$ cat src/rtl/uart_pkg.sv
// Shared UART types and helpers: transmit state encoding, LCR word-length
// codes and the latched frame configuration used by the TX sequencer.
package uart_pkg;

  localparam int OVERSAMPLE_DEFAULT = 16;

  typedef enum logic [2:0] {
    ST_IDLE   = 3'd0,
    ST_LOAD   = 3'd1,
    ST_START  = 3'd2,
    ST_DATA   = 3'd3,
    ST_PARITY = 3'd4,
    ST_STOP   = 3'd5
  } tx_state_e;

  localparam logic [1:0] WL_5 = 2'b00;
  localparam logic [1:0] WL_6 = 2'b01;
  localparam logic [1:0] WL_7 = 2'b10;
  localparam logic [1:0] WL_8 = 2'b11;

  typedef struct packed {
    logic [1:0] wl;
    logic       stop2;
    logic       par_en;
    logic       even;
    logic       stick;
  } frame_cfg_t;

  function automatic logic [3:0] wl_to_bits(input logic [1:0] wl);
    logic [3:0] n;
    case (wl)
      WL_5:    n = 4'd5;
      WL_6:    n = 4'd6;
      WL_7:    n = 4'd7;
      default: n = 4'd8;
    endcase
    return n;
  endfunction

endpackage

$ cat src/rtl/uart_bit_timer.sv
// Baud-tick counter that flags the end of a full or half bit period.
// Shared by the TX and RX sequencers.
module uart_bit_timer
  import uart_pkg::*;
#(
  parameter int OVERSAMPLE = OVERSAMPLE_DEFAULT,
  parameter int CNT_W      = 6
) (
  input  logic clk,
  input  logic reset_n,
  input  logic baud_tick_i,
  input  logic clear_i,
  input  logic half_i,
  output logic bit_end_o
);

  localparam logic [CNT_W-1:0] FULL_END = CNT_W'(OVERSAMPLE - 1);
  localparam logic [CNT_W-1:0] HALF_END = CNT_W'(OVERSAMPLE / 2 - 1);

  logic [CNT_W-1:0] cnt_q;
  logic [CNT_W-1:0] end_cnt;

  assign end_cnt   = half_i ? HALF_END : FULL_END;
  assign bit_end_o = baud_tick_i && !clear_i && (cnt_q == end_cnt);

  // Clear wins over a coincident tick so a period always restarts from zero.
  always_ff @(posedge clk or negedge reset_n) begin
    if (!reset_n) begin
      cnt_q <= '0;
    end else if (clear_i) begin
      cnt_q <= '0;
    end else if (baud_tick_i) begin
      cnt_q <= bit_end_o ? '0 : cnt_q + 1'b1;
    end
  end

endmodule

$ cat src/rtl/uart_tx_ctrl.sv
// UART transmit sequencer: pops bytes from the show-ahead TX FIFO and
// serialises start, data (LSB first), optional parity and stop bits.
module uart_tx_ctrl
  import uart_pkg::*;
#(
  parameter int OVERSAMPLE = OVERSAMPLE_DEFAULT,
  parameter int CNT_W      = 6
) (
  input  logic       clk,
  input  logic       reset_n,
  input  logic       baud_tick_i,
  input  logic [1:0] data_bits_i,
  input  logic       stop_bits_i,
  input  logic       parity_en_i,
  input  logic       even_parity_i,
  input  logic       stick_parity_i,
  input  logic       break_i,
  input  logic       fifo_empty_i,
  input  logic [7:0] fifo_data_i,
  output logic       fifo_rd_o,
  output logic       tx_o,
  output logic       tx_busy_o,
  output logic       tx_empty_o,
  output logic       frame_done_o
);

  tx_state_e  state_q;
  tx_state_e  state_d;
  frame_cfg_t cfg_q;
  logic [7:0] shift_q;
  logic [2:0] bit_cnt_q;
  logic       par_acc_q;
  logic       stop_ext_q;
  logic       tx_q;
  logic       fifo_rd_q;
  logic       frame_done_q;

  logic       bit_end;
  logic       tmr_clear;
  logic       tmr_half;
  logic       last_data;
  logic       stop_last;
  logic       stop_end;
  logic       line_d;

  function automatic logic parity_bit(input frame_cfg_t cfg, input logic acc);
    if (cfg.stick) begin
      return ~cfg.even;
    end
    return cfg.even ? acc : ~acc;
  endfunction

  uart_bit_timer #(
    .OVERSAMPLE (OVERSAMPLE),
    .CNT_W      (CNT_W)
  ) u_bit_timer (
    .clk         (clk),
    .reset_n     (reset_n),
    .baud_tick_i (baud_tick_i),
    .clear_i     (tmr_clear),
    .half_i      (tmr_half),
    .bit_end_o   (bit_end)
  );

  // The second stop period is only half long for 5-bit words.
  always_comb begin
    tmr_clear = (state_q == ST_IDLE) || (state_q == ST_LOAD);
    tmr_half  = (state_q == ST_STOP) && stop_ext_q && (cfg_q.wl == WL_5);
    last_data = ({1'b0, bit_cnt_q} == (wl_to_bits(cfg_q.wl) - 4'd1));
    stop_last = !cfg_q.stop2 || stop_ext_q;
    stop_end  = (state_q == ST_STOP) && bit_end && stop_last;
  end

  always_ff @(posedge clk or negedge reset_n) begin
    if (!reset_n) begin
      state_q <= ST_IDLE;
    end else begin
      state_q <= state_d;
    end
  end

  always_comb begin
    state_d = state_q;
    case (state_q)
      ST_IDLE:   if (!fifo_empty_i) state_d = ST_LOAD;
      ST_LOAD:   state_d = ST_START;
      ST_START:  if (bit_end) state_d = ST_DATA;
      ST_DATA: begin
        if (bit_end && last_data) begin
          state_d = cfg_q.par_en ? ST_PARITY : ST_STOP;
        end
      end
      ST_PARITY: if (bit_end) state_d = ST_STOP;
      ST_STOP: begin
        if (stop_end) begin
          state_d = fifo_empty_i ? ST_IDLE : ST_LOAD;
        end
      end
      default:   state_d = ST_IDLE;
    endcase
  end

  always_comb begin
    line_d = 1'b1;
    case (state_q)
      ST_START:  line_d = 1'b0;
      ST_DATA:   line_d = shift_q[0];
      ST_PARITY: line_d = parity_bit(cfg_q, par_acc_q);
      default:   line_d = 1'b1;
    endcase
  end

  // Frame datapath: byte and LCR are captured together so later LCR writes
  // only take effect at the next LOAD.
  always_ff @(posedge clk or negedge reset_n) begin
    if (!reset_n) begin
      shift_q    <= '0;
      bit_cnt_q  <= '0;
      cfg_q      <= '0;
      par_acc_q  <= 1'b0;
      stop_ext_q <= 1'b0;
    end else begin
      case (state_q)
        ST_LOAD: begin
          shift_q    <= fifo_data_i;
          cfg_q      <= {data_bits_i, stop_bits_i, parity_en_i,
                         even_parity_i, stick_parity_i};
          bit_cnt_q  <= '0;
          par_acc_q  <= 1'b0;
          stop_ext_q <= 1'b0;
        end
        ST_START: begin
          if (bit_end) bit_cnt_q <= '0;
        end
        ST_DATA: begin
          if (bit_end) begin
            par_acc_q <= par_acc_q ^ shift_q[0];
            shift_q   <= {1'b0, shift_q[7:1]};
            bit_cnt_q <= bit_cnt_q + 3'd1;
          end
        end
        ST_STOP: begin
          if (bit_end) stop_ext_q <= !stop_last;
        end
        default: ;
      endcase
    end
  end

  // Registered outputs: the line follows the state one cycle later and the
  // pop strobe covers exactly the LOAD cycle.
  always_ff @(posedge clk or negedge reset_n) begin
    if (!reset_n) begin
      tx_q         <= 1'b1;
      fifo_rd_q    <= 1'b0;
      frame_done_q <= 1'b0;
    end else begin
      tx_q         <= break_i ? 1'b0 : line_d;
      fifo_rd_q    <= (state_d == ST_LOAD);
      frame_done_q <= stop_end;
    end
  end

  assign tx_o         = tx_q;
  assign fifo_rd_o    = fifo_rd_q;
  assign frame_done_o = frame_done_q;
  assign tx_busy_o    = (state_q != ST_IDLE);
  assign tx_empty_o   = (state_q == ST_IDLE) && fifo_empty_i;

endmodule

$ cat config.mk
export PLATFORM = sky130hd
export DESIGN_NAME = uart_tx_ctrl
export DESIGN_NICKNAME = d
export VERILOG_FILES = /design/src/rtl/uart_pkg.sv /design/src/rtl/uart_bit_timer.sv /design/src/rtl/uart_tx_ctrl.sv
export SDC_FILE = /design/constraint.sdc
export NUM_CORES = 1
export LEC_CHECK = 0
export CAP_MARGIN = 20
export CORE_AREA = 5 5 61 63
export CTS_CLUSTER_DIAMETER = 100
export CTS_CLUSTER_SIZE = 10
export DETAILED_ROUTE_END_ITERATION = 6
export DIE_AREA = 0 0 66 68
export PLACE_DENSITY = 0.91
export SYNTH_ARGS = -nofsm -noshare
export SYNTH_HDL_FRONTEND = slang
export SYNTH_HIERARCHICAL = 1
export SYNTH_SLANG_ARGS = --single-unit
$ cat constraint.sdc
create_clock -name clk -period 5.4 [get_ports clk]
set_input_delay 1.08 -clock clk [delete_from_list [all_inputs] [get_ports clk]]
set_output_delay 1.08 -clock clk [all_outputs]
set_load 0.01 [all_outputs]
==> results.py, run 1 <==
metrics = {
    "status": {
        "status": "complete, no violations",
    },
    "logic_synthesis": {
        "syn_inst": 153,
        "synthArstFlopShare_pct": 100,
        "synthAdderAreaFrac_pct": 1.50,
        "syn_avg_cell_area_um2": 10.9,
        "synthTopCellsByCount": "dfrtp_1, mux2_1, mux2_2",
        "synth_mux_area_share_pct": 14.1,
        "yosysSeqAreaShare_pct": 46.4,
        "yosys.area_share.simple_pct": 16.5,
        "ys_top_cells_by_area": "dfrtp_1, mux2_1, mux2_2, nand2b_1, xor2_1",
        "synth_compound_area_share_pct": 12.9,
        "ys_warn_count": 6,
        "synth_cell_types": 50,
        "synth-edff-count": 0,
        "synth_top_area_cell": "dfrtp_1",
        "synth_seq_cells": 31,
        "synth_xor_area_share_pct": 3.66,
        "synth_top_family_by_area": "simple AND/OR/NAND/NOR gates",
        "synth_top_area_share_pct": 44.9,
        "yosys_most_used_dff": "dfrtp_1",
        "mappedNetlistArea_um2": 1670,
        "synthMostInstantiatedCell": "dfrtp_1",
        "synth_nets": 174,
    },
    "final_layout": {
        "drive_gt1_share_pct": 12.6,
        "n_antenna_cell": 0,
        "layout.cells.non_filler": 221,
        "fillerInstances": 253,
        "stdcell_area_um2": 1960,
        "fin_nets": 195,
        "syn2layout_area_growth_pct": 17.2,
        "final_core_util_pct": 61.7,
    },
    "sta": {
        "min_period_ns": 3.58,
        "slew_headroom_pct": 53.6,
        "finalSetupViolCount": 0,
        "tightestPinTransition_ns": 0.694,
        "skew_ns": 0.0114,
        "tns_ns": 0,
        "fmax_mhz": 279,
        "drv_slew": 0,
        "rsz0062_at_grt": "no",
        "worst_slack_ns": 1.82,
        "hold_viol": 0,
        "post-route-period-util_pct": 66.3,
    },
    "worst_setup_path": {
        "crit_fanout": 15,
        "critPathLaunch": "state_q[2]",
        "required_ns": 5.62,
        "critPathCaptureType": "register",
        "reg2reg_from": "state_q[2]",
        "crit_type": "register to register",
        "critPathLaunchType": "register",
        "crit_arrival_ns": 3.80,
    },
    "grt": {
        "grt_pass1_vias": 1255,
        "grt_util_met2_pct": 28.3,
        "gr-usage-all-layers_pct": 16.9,
        "met3_usage_pct": 6.40,
        "grt_max_degree": 32,
        "top_usage_layer": "met2",
        "grt_use_met1_pct": 19.1,
        "grt_overflow_total": 0,
        "grt_pass1_wl_um": 5540,
        "grt_antenna_before_repair": 0,
    },
    "detailed_routing": {
        "drt_iter0_markers": 71,
        "drc_errors": 0,
        "wirelength_um": 3400,
        "num_vias": 1256,
        "routed_via_density": 5.68,
        "firstDrtPassIters": 4,
        "antenna_left": 0,
        "wl_per_cell_um": 15.4,
    },
    "place": {
        "placed_area_um2": 1910,
        "dpl.cell_count": 213,
        "gp_congestion": 0.884,
        "port_buffers": 23,
        "post-place-ws_ns": 1.86,
        "dp_hpwl_um": 2490,
    },
    "power_and_ir_drop": {
        "power_density_nw_per_um2": 422,
        "p_leak_uw": 0.000808,
        "ir_drop_uv": 195,
    },
    "job": {
        "cap_violations": 0,
    },
    "clocking": {
        "clk_latency_ns": 0.34,
        "cts_buffers": 5,
        "cts_tree": "yes",
        "cts_resized": 0,
        "hold_buffers": 0,
        "htree_levels": 2,
        "cts_root_buf": "clkbuf_4",
        "cts_buffer_depth": 2,
        "post_cts_buffers": 0,
        "numClockSinks": 31,
        "path_clk_slew_ns": 0.09,
    },
    "floorplanning": {
        "core_um2": 3180,
        "dieArea_um2": 4490,
        "row_count": 21,
        "die_y_um": 68,
        "io-pin-count": 24,
        "fp.dieW_um": 66,
        "start_util_pct": 52.6,
    },
    "hold_path": {
        "hold_path.class": "register to register",
        "hold_start": "cfg_q[0]",
    },
}
[worst max-delay path, cell delays in order, from the launching register on]
cell and delay [ns]:
dfrtp_1 0.72, inv_1 0.20, or2_1 0.29, nor4_1 0.48, xnor2_1 0.18, nor2_1 0.17, and3_1 0.35, nor2b_1 0.11
nor2b_1 0.56, mux2_2 0.41
[worst paths after layout]
path	end	slack, ns	depth (start not counted)
setup / recovery	shift_q[5]	1.82	9
hold / removal	cfg_q[0]	0.50	1
setup reg to reg	shift_q[5]	1.82	9
hold reg to reg	cfg_q[0]	0.50	1
max in group asynchronous	tx_o	3.95	2
min in group asynchronous	par_acc_q	1.13	2
[cells by family after synthesis]
| logic type | Yosys count |
|---|---|
| AND/OR/NAND/NOR | 45 |
| XOR/XNOR | 7 |
| adder cells (fa/ha/maj) | 2 |
| multiplexers | 21 |
| buffers and inverters | 17 |
| AO/OA/AOI/OAI | 30 |
| flip-flops | 31 |
[layout make-up]
cell class / instances / area (um^2) / share of cell area (%)
multi-input cells: 105 / 812 / 41.4
well taps: 46 / 57.6 / 2.94
clock inverters: 1 / 5.00 / 0.255
inverters: 7 / 26.3 / 1.34
repair buffers: 24 / 238 / 12.1
clock buffers: 7 / 45.0 / 2.30
flip-flops and latches: 31 / 777 / 39.6
[sequential cells by signal, indices dropped and copies added (netlist names), 3 cells and up]
register           count
shift_q                8
cfg_q                  6
u_bit_timer/cnt_q      6
bit_cnt_q              3
state_q                3
[layout by cell type, fill, tap and decap left out, types with 4 or more instances in the layout]
master	instances
nor2_1	7
nand2_1	8
clkdlybuf4s50_1	23
xor2_1	5
mux2_2	10
inv_1	7
mux2_1	10
dfrtp_1	30
a21oi_1	8
nand2b_1	7
nor2b_1	4
o21ai_0	5
clkbuf_4	5
[report_power, final]
| part | switching [uW] | internal (uW) | total, uW |
|---|---|---|---|
| Combinational | 135 | 160 | 295 |
| Clock | 78.0 | 50.7 | 129 |
| Sequential | 83.7 | 320 | 404 |
| Total | 297 | 531 | 828 |
[through the flow]
stage | hold slack, ns | total power, uW
2_1_floorplan | 0.448 | 623
3_3_place_gp | 0.463 | 674
3_5_place_dp | 0.479 | 703
4_1_cts | 0.504 | 836
5_1_grt | 0.526 | 892
6_report | 0.498 | 828
[routing by layer]
metal	wire length [um]	share of wire, %
met4	59	1.7
met1	1450	43
met5	0	0
met3	187	5.5
met2	1700	50
(Power assumes the default switching activity.)
==> run 2: changes to the inputs <==
- CORE_AREA: 5 5 61 63 -> 5 5 66 68
- DIE_AREA: 0 0 66 68 -> 0 0 71 73
- PLACE_DENSITY: 0.91 -> 0.83
- clock period: 5.4 -> 2.85 ns (I/O delays scaled with it)
==> results.py, run 2 (synthesized netlist as in run 1, its figures left out) <==
metrics = {
    "detailed_routing": {
        "wl_per_cell_um": 14.6,
        "routed_via_density": 5.32,
        "firstDrtPassIters": 4,
        "wirelength_um": 3370,
        "drt_iter0_markers": 113,
        "antenna_left": 0,
        "num_vias": 1228,
        "drc_errors": 0,
    },
    "sta": {
        "skew_ns": 0.0143,
        "min_period_ns": 2.56,
        "rsz0062_at_grt": "no",
        "slew_headroom_pct": 65.6,
        "tightestPinTransition_ns": 0.513,
        "fmax_mhz": 391,
        "tns_ns": 0,
        "finalSetupViolCount": 0,
        "worst_slack_ns": 0.293,
        "drv_slew": 0,
        "post-route-period-util_pct": 89.7,
        "hold_viol": 0,
    },
    "floorplanning": {
        "row_count": 23,
        "io-pin-count": 24,
        "core_um2": 3800,
        "dieArea_um2": 5180,
        "start_util_pct": 44.0,
        "fp.dieW_um": 71,
        "die_y_um": 73,
    },
    "grt": {
        "top_usage_layer": "met2",
        "gr-usage-all-layers_pct": 14.2,
        "grt_pass1_wl_um": 5630,
        "met3_usage_pct": 4.68,
        "grt_pass1_vias": 1183,
        "grt_overflow_total": 0,
        "grt_max_degree": 32,
        "grt_util_met2_pct": 22.6,
        "grt_use_met1_pct": 17.9,
        "grt_antenna_before_repair": 0,
    },
    "clocking": {
        "post_cts_buffers": 0,
        "cts_tree": "yes",
        "hold_buffers": 0,
        "clk_latency_ns": 0.29,
        "cts_buffer_depth": 2,
        "cts_root_buf": "clkbuf_8",
        "path_clk_slew_ns": 0.07,
        "cts_resized": 0,
        "numClockSinks": 31,
        "htree_levels": 2,
        "cts_buffers": 5,
    },
    "final_layout": {
        "largest_reg_flops": 8,
        "n_antenna_cell": 0,
        "reg_top3": "shift_q (8), cfg_q (6), u_bit_timer/cnt_q (6)",
        "final_cell_mix": "dfrtp_1, clkdlybuf4s50_1, mux2_1, mux2_2",
        "fin_nets": 201,
        "syn2layout_area_growth_pct": 22.7,
        "regMostFlops": "shift_q",
        "drive_gt1_share_pct": 16.0,
        "layout_commonest_cell": "dfrtp_1",
        "stdcell_area_um2": 2050,
    },
    "worst_setup_path": {
        "crit_fanout": 9,
        "critPathCaptureType": "register",
        "critPathLaunch": "state_q[1]",
        "reg2reg_from": "state_q[1]",
        "crit_arrival_ns": 2.74,
        "reg2regPathDepth": 10,
        "required_ns": 3.03,
        "critPathLaunchType": "register",
        "crit_type": "register to register",
    },
    "hold_path": {
        "hold_path.class": "register to register",
        "hold_depth": 1,
        "hold_start": "cfg_q[0]",
    },
    "place": {
        "post-place-ws_ns": 0.272,
        "placed_area_um2": 1960,
        "dp_hpwl_um": 2420,
        "gp_congestion": 0.823,
        "port_buffers": 23,
    },
    "power_and_ir_drop": {
        "p_leak_uw": 0.000856,
        "ir_drop_uv": 456,
        "power_density_nw_per_um2": 823,
        "total_power_uw": 1690,
    },
    "status": {
        "status": "complete, no violations",
    },
    "job": {
        "cap_violations": 0,
    },
}
run 2: final timing paths:
check / endpoint / slack (ns)
min reg2reg: cfg_q[0] / 0.48
max reg2reg: fifo_rd_o / 0.29
max: fifo_rd_o / 0.29
min in group asynchronous: shift_q[3] / 0.67
max in group asynchronous: tx_o / 1.86
min: cfg_q[0] / 0.48
run 2: where the power goes:
group,internal [uW],switching (uW)
clock network,195,163
logic,316,271
registers,609,135
total,1120,569
run 2: final cells by class:
type | count | area (um^2)
Sequential cell | 31 | 777
Timing Repair Buffer | 30 | 283
Inverter | 7 | 26.3
Clock buffer | 7 | 86.3
Fill cell | 331 | 1750
Tap cell | 50 | 62.6
Clock inverter | 1 | 5.00
Multi-Input combinational cell | 105 | 812
run 2: per-stage QoR:
| step | hold WS (ns) | std cells | utilization [%] |
|---|---|---|---|
| 2_1_floorplan | 0.274 | 153 | - |
| 3_3_place_gp | 0.465 | 223 | 51.6 |
| 3_5_place_dp | 0.471 | 223 | 51.6 |
| 4_1_cts | 0.486 | 231 | 54.0 |
| 5_1_grt | 0.509 | 231 | 54.0 |
| 6_report | 0.482 | 231 | 54.0 |
run 2: metal layers:
layer  up-vias  part of all wire [%]
met4         0                   1.5
met1       594                    45
li1        599                     -
met2        30                    49
met3         5                   4.5
met5         -                     0
run 2: critical path, stage by stage (launching register included):
cell	delay, ns
dfrtp_1	0.37
nand2b_1	0.20
or2_1	0.24
nor4_1	0.17
buf_4	0.17
xnor2_1	0.08
nor2_1	0.13
and3_1	0.33
and2_1	0.27
nand2_1	0.12
a2111oi_2	0.36
